**src/rtl/lag_credit_channel_if.sv**
```systemverilog
// Credit-based channel bundle: forward flits, backward credit pulses, and credit/error status.
// The sender/receiver side uses master; the channel uses slave.
interface lag_credit_channel_if #(
    parameter int unsigned nPC   = 1,
    parameter int unsigned FlitW = 32,
    parameter int unsigned CW    = 3
);
    logic [nPC-1:0][FlitW-1:0] data_in;
    logic [nPC-1:0]            valid_in;
    logic [nPC-1:0]            credit_avail;
    logic [nPC-1:0][FlitW-1:0] data_out;
    logic [nPC-1:0]            valid_out;
    logic [nPC-1:0]            credit_in;
    logic [nPC-1:0][CW-1:0]    credit_cnt;
    logic [nPC-1:0]            err_underflow;
    logic [nPC-1:0]            err_overflow;

    modport master (
        output data_in, valid_in, credit_in,
        input  credit_avail, data_out, valid_out, credit_cnt, err_underflow, err_overflow
    );

    modport slave (
        input  data_in, valid_in, credit_in,
        output credit_avail, data_out, valid_out, credit_cnt, err_underflow, err_overflow
    );
endinterface

```
**src/rtl/lag_credit_channel.sv**
```systemverilog
// Pipelined multi-PC link with a pipelined credit-return path and a per-PC sender credit counter.
// Flits without a credit are dropped at the input and flagged; excess credits are flagged.
module lag_credit_channel #(
    parameter int unsigned stages        = 2,
    parameter int unsigned credit_stages = 2,
    parameter int unsigned nPC           = 1,
    parameter int unsigned buf_depth     = 4,
    parameter int unsigned FlitW         = 32
) (
    input logic                 clk,
    input logic                 rst_n,
    lag_credit_channel_if.slave ch
);
    localparam int unsigned CW = $clog2(buf_depth + 1);
    localparam logic [CW-1:0] MaxCnt = CW'(buf_depth);

    logic [nPC-1:0]         send;
    logic [nPC-1:0]         avail;
    logic [nPC-1:0]         cr_ret;
    logic [nPC-1:0][CW-1:0] cnt_q, cnt_d;
    logic [nPC-1:0]         unf_q, unf_d;
    logic [nPC-1:0]         ovf_q, ovf_d;

    always_comb begin
        avail = '0;
        for (int p = 0; p < nPC; p++) begin
            avail[p] = (cnt_q[p] != '0);
        end
    end

    assign send = ch.valid_in & avail;

    generate
        if (stages == 0) begin : g_data_comb
            assign ch.data_out  = ch.data_in;
            assign ch.valid_out = send;
        end else begin : g_data_pipe
            logic [nPC-1:0][FlitW-1:0] data_q [stages];
            logic [nPC-1:0]            valid_q[stages];

            // Data loads every cycle; only the valid bit gates meaning downstream.
            always_ff @(posedge clk or negedge rst_n) begin
                if (!rst_n) begin
                    for (int unsigned k = 0; k < stages; k++) begin
                        data_q[k]  <= '0;
                        valid_q[k] <= '0;
                    end
                end else begin
                    data_q[0]  <= ch.data_in;
                    valid_q[0] <= send;
                    for (int unsigned k = 1; k < stages; k++) begin
                        data_q[k]  <= data_q[k-1];
                        valid_q[k] <= valid_q[k-1];
                    end
                end
            end

            assign ch.data_out  = data_q[stages-1];
            assign ch.valid_out = valid_q[stages-1];
        end

        if (credit_stages == 0) begin : g_cred_comb
            assign cr_ret = ch.credit_in;
        end else begin : g_cred_pipe
            logic [nPC-1:0] cr_q[credit_stages];

            always_ff @(posedge clk or negedge rst_n) begin
                if (!rst_n) begin
                    for (int unsigned k = 0; k < credit_stages; k++) begin
                        cr_q[k] <= '0;
                    end
                end else begin
                    cr_q[0] <= ch.credit_in;
                    for (int unsigned k = 1; k < credit_stages; k++) begin
                        cr_q[k] <= cr_q[k-1];
                    end
                end
            end

            assign cr_ret = cr_q[credit_stages-1];
        end
    endgenerate

    always_comb begin
        cnt_d = cnt_q;
        unf_d = unf_q;
        ovf_d = ovf_q;
        for (int p = 0; p < nPC; p++) begin
            if (ch.valid_in[p] && !avail[p]) begin
                unf_d[p] = 1'b1;
            end
            if (send[p] && !cr_ret[p]) begin
                cnt_d[p] = cnt_q[p] - CW'(1);
            end else if (!send[p] && cr_ret[p]) begin
                // Saturate at the buffer depth; a credit beyond it is a receiver bug.
                if (cnt_q[p] == MaxCnt) begin
                    ovf_d[p] = 1'b1;
                end else begin
                    cnt_d[p] = cnt_q[p] + CW'(1);
                end
            end
        end
    end

    always_ff @(posedge clk or negedge rst_n) begin
        if (!rst_n) begin
            cnt_q <= {nPC{MaxCnt}};
            unf_q <= '0;
            ovf_q <= '0;
        end else begin
            cnt_q <= cnt_d;
            unf_q <= unf_d;
            ovf_q <= ovf_d;
        end
    end

    assign ch.credit_avail  = avail;
    assign ch.credit_cnt    = cnt_q;
    assign ch.err_underflow = unf_q;
    assign ch.err_overflow  = ovf_q;
endmodule

```
**src/flat_wrapper.sv**
```systemverilog
// flat-port wrapper written by rule: the top's interface ports become plain ports
module lag_credit_channel_flat 
#(
    parameter int unsigned stages        = 2,
    parameter int unsigned credit_stages = 2,
    parameter int unsigned nPC           = 1,
    parameter int unsigned buf_depth     = 4,
    parameter int unsigned FlitW         = 32
)
  (clk, rst_n, ch_data_in, ch_valid_in, ch_credit_in, ch_credit_avail, ch_data_out, ch_valid_out, ch_credit_cnt, ch_err_underflow, ch_err_overflow);
  lag_credit_channel_if #(.nPC(nPC), .FlitW(FlitW), .CW(3)) ch_i ();
  input logic clk;
  input logic rst_n;
  input wire logic [$bits(ch_i.data_in)-1:0] ch_data_in;
  input wire logic [$bits(ch_i.valid_in)-1:0] ch_valid_in;
  input wire logic [$bits(ch_i.credit_in)-1:0] ch_credit_in;
  output wire logic [$bits(ch_i.credit_avail)-1:0] ch_credit_avail;
  output wire logic [$bits(ch_i.data_out)-1:0] ch_data_out;
  output wire logic [$bits(ch_i.valid_out)-1:0] ch_valid_out;
  output wire logic [$bits(ch_i.credit_cnt)-1:0] ch_credit_cnt;
  output wire logic [$bits(ch_i.err_underflow)-1:0] ch_err_underflow;
  output wire logic [$bits(ch_i.err_overflow)-1:0] ch_err_overflow;
  assign ch_i.data_in = ch_data_in;
  assign ch_i.valid_in = ch_valid_in;
  assign ch_i.credit_in = ch_credit_in;
  assign ch_credit_avail = ch_i.credit_avail;
  assign ch_data_out = ch_i.data_out;
  assign ch_valid_out = ch_i.valid_out;
  assign ch_credit_cnt = ch_i.credit_cnt;
  assign ch_err_underflow = ch_i.err_underflow;
  assign ch_err_overflow = ch_i.err_overflow;
  lag_credit_channel #(.stages(stages), .credit_stages(credit_stages), .nPC(nPC), .buf_depth(buf_depth), .FlitW(FlitW)) u_core (.clk(clk), .rst_n(rst_n), .ch(ch_i));
endmodule
```
**config.mk**
```make
export PLATFORM = sky130hd
export DESIGN_NAME = lag_credit_channel_flat
export DESIGN_NICKNAME = d
export VERILOG_FILES = /design/src/rtl/lag_credit_channel_if.sv /design/src/rtl/lag_credit_channel.sv /design/src/flat_wrapper.sv
export SDC_FILE = /design/constraint.sdc
export NUM_CORES = 1
export LEC_CHECK = 0
export ABC_AREA = 1
export ABC_CLOCK_PERIOD_IN_PS = 1700
export CAP_MARGIN = 20
export CORE_ASPECT_RATIO = 1.4
export CORE_MARGIN = 2
export CORE_UTILIZATION = 40
export CTS_CLUSTER_DIAMETER = 150
export DETAILED_ROUTE_END_ITERATION = 8
export PLACE_DENSITY = 0.74
export SYNTH_ARGS = -nofsm -noshare
export SYNTH_HDL_FRONTEND = slang
export SYNTH_SLANG_ARGS = --single-unit
```
**constraint.sdc**
```tcl
create_clock -name clk -period 1.7 [get_ports clk]
set_input_delay 0.255 -clock clk [delete_from_list [all_inputs] [get_ports clk]]
set_output_delay 0.255 -clock clk [all_outputs]
set_load 0.01 [all_outputs]
```
==> summary.txt <==
Power
  • Total power: 4.009 mW
  • Logic pwr share: 22.5%
  • Clock Power Share: 28.4%
  • Switching Share: 27.95%
  • Flop pwr share: 49.1%
  • Max VDD drop: 0.8525 mV
  • Internal: 2.888 mW
  • Power Density: 1272 nW/um2
  • NetSw: 1.121 mW
  • Leakage: 1.409 nW

Critical path
  • Max FO, Critical Path: 2
  • Worst-case reg-to-reg path depth: 13
  • Worst EP arrival: 2.06 ns
  • WS Path Type: reg2reg
  • Crit end category: flip-flop
  • Worst r2r src: u_core.ch.credit_cnt[2]$_DFFE_PN1P_
  • Worst EP required: 1.98 ns
  • CP Launch Type: flip-flop
  • Worst r2r dst: u_core.ch.credit_cnt[2]$_DFFE_PN1P_
  • Reg2reg setup slack: -0.09 ns

Die
  • Top Ports: 75
  • Die area: 6308 um2
  • Starting density of the core: 41.42%
  • Core ar.: 5485 um2
  • Die W: 67.70 um
  • Die height: 93.18 um
  • Number of placement rows: 32

Final layout
  • Fin util: 57.44%
  • # fillers: 443
  • Nets@finish: 241
  • Layout area overhead: 38.66%
  • Share of cells above drive strength 1: 23.19%
  • Antenna Cells: 0
  • Fin area: 3151 um2

Worst hold path
  • Hold WC Path Type: in2reg
  • Min-Delay Startpoint: ch_data_in[9]
  • WHS Endpoint: u_core.g_data_pipe.data_q[41]$_DFF_PN0_
  • Hold Crit Depth: 1

Timing
  • Setup violation total in the final timing report: 1
  • Tcrit/Tclk final: 105.1%
  • Worst-Margin Slew: 0.4238 ns
  • Final Hold Viols: 0
  • Final min period: 1.788 ns
  • Total negative setup slack: -0.08752 ns
  • Max-slew violations: 0
  • RSZ-0062 raised after global routing: yes
  • Normalized max-slew margin: 71.74%
  • Final Skew: 0.006784 ns
  • Hold WS: 0.3437 ns
  • Fin worst setup slack: -0.08752 ns
  • Max Freq: 0.5594 GHz

Global routing
  • Initial antenna violation count: 0
  • Vias in the first global route: 1175
  • GR Overflow Total: 0
  • Largest net degree at the start of global routing: 41
  • Total track usage: 12.89%
  • First-pass GRT wire length: 5499 um

Synthesis
  • Synth warn: 0
  • Post-synth cell types: 14
  • Net count after synthesis: 178
  • Largest cells by area after synthesis: dfrtp_1 79%, buf_4 11%, nand2_1 2.0%
  • Post-synthesis async set-or-reset flop share: 100.0%
  • Cell area after synthesis: 2272 um2
  • Ys flop type: dfrtp_1
  • Share of the synthesized area in the top cell type: 79.30%
  • Post-synth EDFFs: 0
  • Most area-hungry cell type in the Yosys netlist: dfrtp_1
  • Post-synth top cells: 72 x dfrtp_1, 32 x buf_4, 12 x nand2_1, 6 x inv_1
  • Sequential area share after synthesis: 80.45%
  • Flops & latches, synth: 73
  • Most common cell in the synthesized netlist: dfrtp_1
  • Mapped Cells: 139
  • Synth Area per Inst: 16.35 um2

Outcome
  • Failing checks: negative setup slack
  • Outcome: finished with violations

Clock tree
  • CTS tree: yes
  • Max Buffers Root-to-Sink: 2
  • CTS root buf: clkbuf_8
  • Worst-skew pair later-pin latency: 0.34 ns
  • Num CTS Buffers: 9
  • H-tree levels: 3
  • Clock sink count: 73
  • Reg clk slew, reported paths: 0.07 ns

Place
  • GPL Wtd Cong: 0.7110
  • DP HPWL: 2560 um
  • Placed cell area: 2948 um2
  • Port Buf Inserts: 74

Drt
  • Drt drc: 0
  • Iteration-0 DRC count of the detailed router: 71
  • Vias/cell: 4.102
  • Via count: 1128
  • Antenna-violating nets left: 0
  • Final wirelength: 3555 um
  • Drt wl/cell: 12.93 um
  • First drt pass iteration count: 4

Job
  • Max-Cap Viols: 0
metrics by stage:
| step | cells | setup slack (ns) |
|---|---|---|
| floorplan | 139 | -0.05235 |
| global placement | 256 | -0.08518 |
| detailed placement | 256 | -0.1559 |
| CTS | 274 | -0.02446 |
| global route | 275 | -0.1406 |
| finish | 275 | -0.08752 |
critical path, cell delays in order, from the launching register on:
cell	delay [ns]
dfstp_2	0.56
inv_4	0.04
nand2_4	0.05
nand2_2	0.05
inv_2	0.07
ha_4	0.14
inv_2	0.04
fa_2	0.37
inv_2	0.07
nand2_2	0.05
nand3_1	0.11
nand2_2	0.06
nand2_2	0.05
nand2_1	0.04
kinds of logic after synthesis:
logic type / Yosys count / synth area share [%]
AND/OR/NAND/NOR: 19 / 4.515
AO/OA/AOI/OAI: 3 / 0.9911
flip-flops: 73 / 80.45
buffers and inverters: 41 / 12.06
adder cells (fa/ha/maj): 3 / 1.982
cell type report:
type / instances / area (um2) / area share, %
multi-input cells: 25 / 205.2 / 6.513
clock buffers: 9 / 123.9 / 3.932
well taps: 68 / 85.08 / 2.701
flip-flops and latches: 73 / 1828 / 58.02
inverters: 9 / 36.28 / 1.152
repair buffers: 84 / 824.5 / 26.17
clock inverters: 7 / 47.55 / 1.509
power by group through the flow:
stage | registers [mW] | logic [mW] | clock network (mW)
CTS | 1.97 | 0.863 | 1.18
global placement | 2.00 | 0.837 | 0
detailed placement | 2.00 | 0.873 | 0
floorplan | 2.02 | 0.407 | 0
global route | 1.98 | 0.985 | 1.25
finish | 1.97 | 0.902 | 1.14
cell usage in the layout (no fill, tap or decap):
master | Yosys | final
nand2_4 | 1 | 2
buf_12 | 0 | 1
clkbuf_8 | 0 | 9
dfrtp_1 | 72 | 72
nand2_1 | 12 | 6
ha_1 | 2 | 1
nand2_2 | 3 | 8
a31o_2 | 2 | 2
fa_2 | 0 | 1
clkinv_2 | 0 | 3
dlygate4sd2_1 | 0 | 3
clkinv_4 | 0 | 2
dlygate4sd3_1 | 0 | 1
nor2_4 | 2 | 2
clkinvlp_4 | 0 | 2
clkdlybuf4s50_1 | 0 | 70
inv_1 | 6 | 4
nand3_1 | 1 | 1
o21ai_1 | 0 | 1
inv_2 | 3 | 4
ha_4 | 0 | 1
dfstp_2 | 1 | 1
inv_4 | 0 | 1
buf_4 | 32 | 9
repair_timing:
item | 4_1_cts | 5_1_grt
hold buffers | 1 | 0
endpoints found under the hold margin | 32 | 0
setup buffers | 1 | 1
pin swaps | 0 | 6
resized for setup | 3 | 5
setup endpoints to repair | 4 | 3
routing by layer:
metal	routed length [um]	share of wire (%)	track usage (%)	vias to the layer above
li1	-	-	-	519
met1	1222	34	13.56	558
met2	2016	57	20.42	40
met3	213	6.0	4.332	11
met4	103	2.9	10.20	0
met5	0	0	0	-
how the worst max path moves through the flow:
stage | startpoint | to | slack, ns | cells after the start
2_1_floorplan | u_core.ch.credit_cnt[2]$_DFFE_PN1P_ | u_core.ch.credit_cnt[2]$_DFFE_PN1P_ | -0.05 | 14
3_3_place_gp | ch_valid_in | u_core.ch.credit_cnt[2]$_DFFE_PN1P_ | -0.09 | 13
3_5_place_dp | ch_valid_in | u_core.ch.credit_cnt[2]$_DFFE_PN1P_ | -0.16 | 13
4_1_cts | u_core.ch.credit_cnt[2]$_DFFE_PN1P_ | u_core.ch.credit_cnt[2]$_DFFE_PN1P_ | -0.02 | 14
5_1_grt | u_core.ch.credit_cnt[2]$_DFFE_PN1P_ | u_core.ch.credit_cnt[2]$_DFFE_PN1P_ | -0.14 | 14
6_report | u_core.ch.credit_cnt[2]$_DFFE_PN1P_ | u_core.ch.credit_cnt[2]$_DFFE_PN1P_ | -0.09 | 13
flip-flops by register name, indices dropped and copies added, names as in the netlist:
register,flops
u_core.g_data_pipe.data_q,32
u_core.ch.err_underflow,1
u_core.ch.valid_out,1
u_core.g_cred_pipe.cr_q,1
u_core.cr_ret,1
u_core.g_data_pipe.valid_q,1
u_core.ch.data_out,32
u_core.ch.err_overflow,1
u_core.ch.credit_cnt,3
No activity file was read; power rests on OpenSTA's default activity.
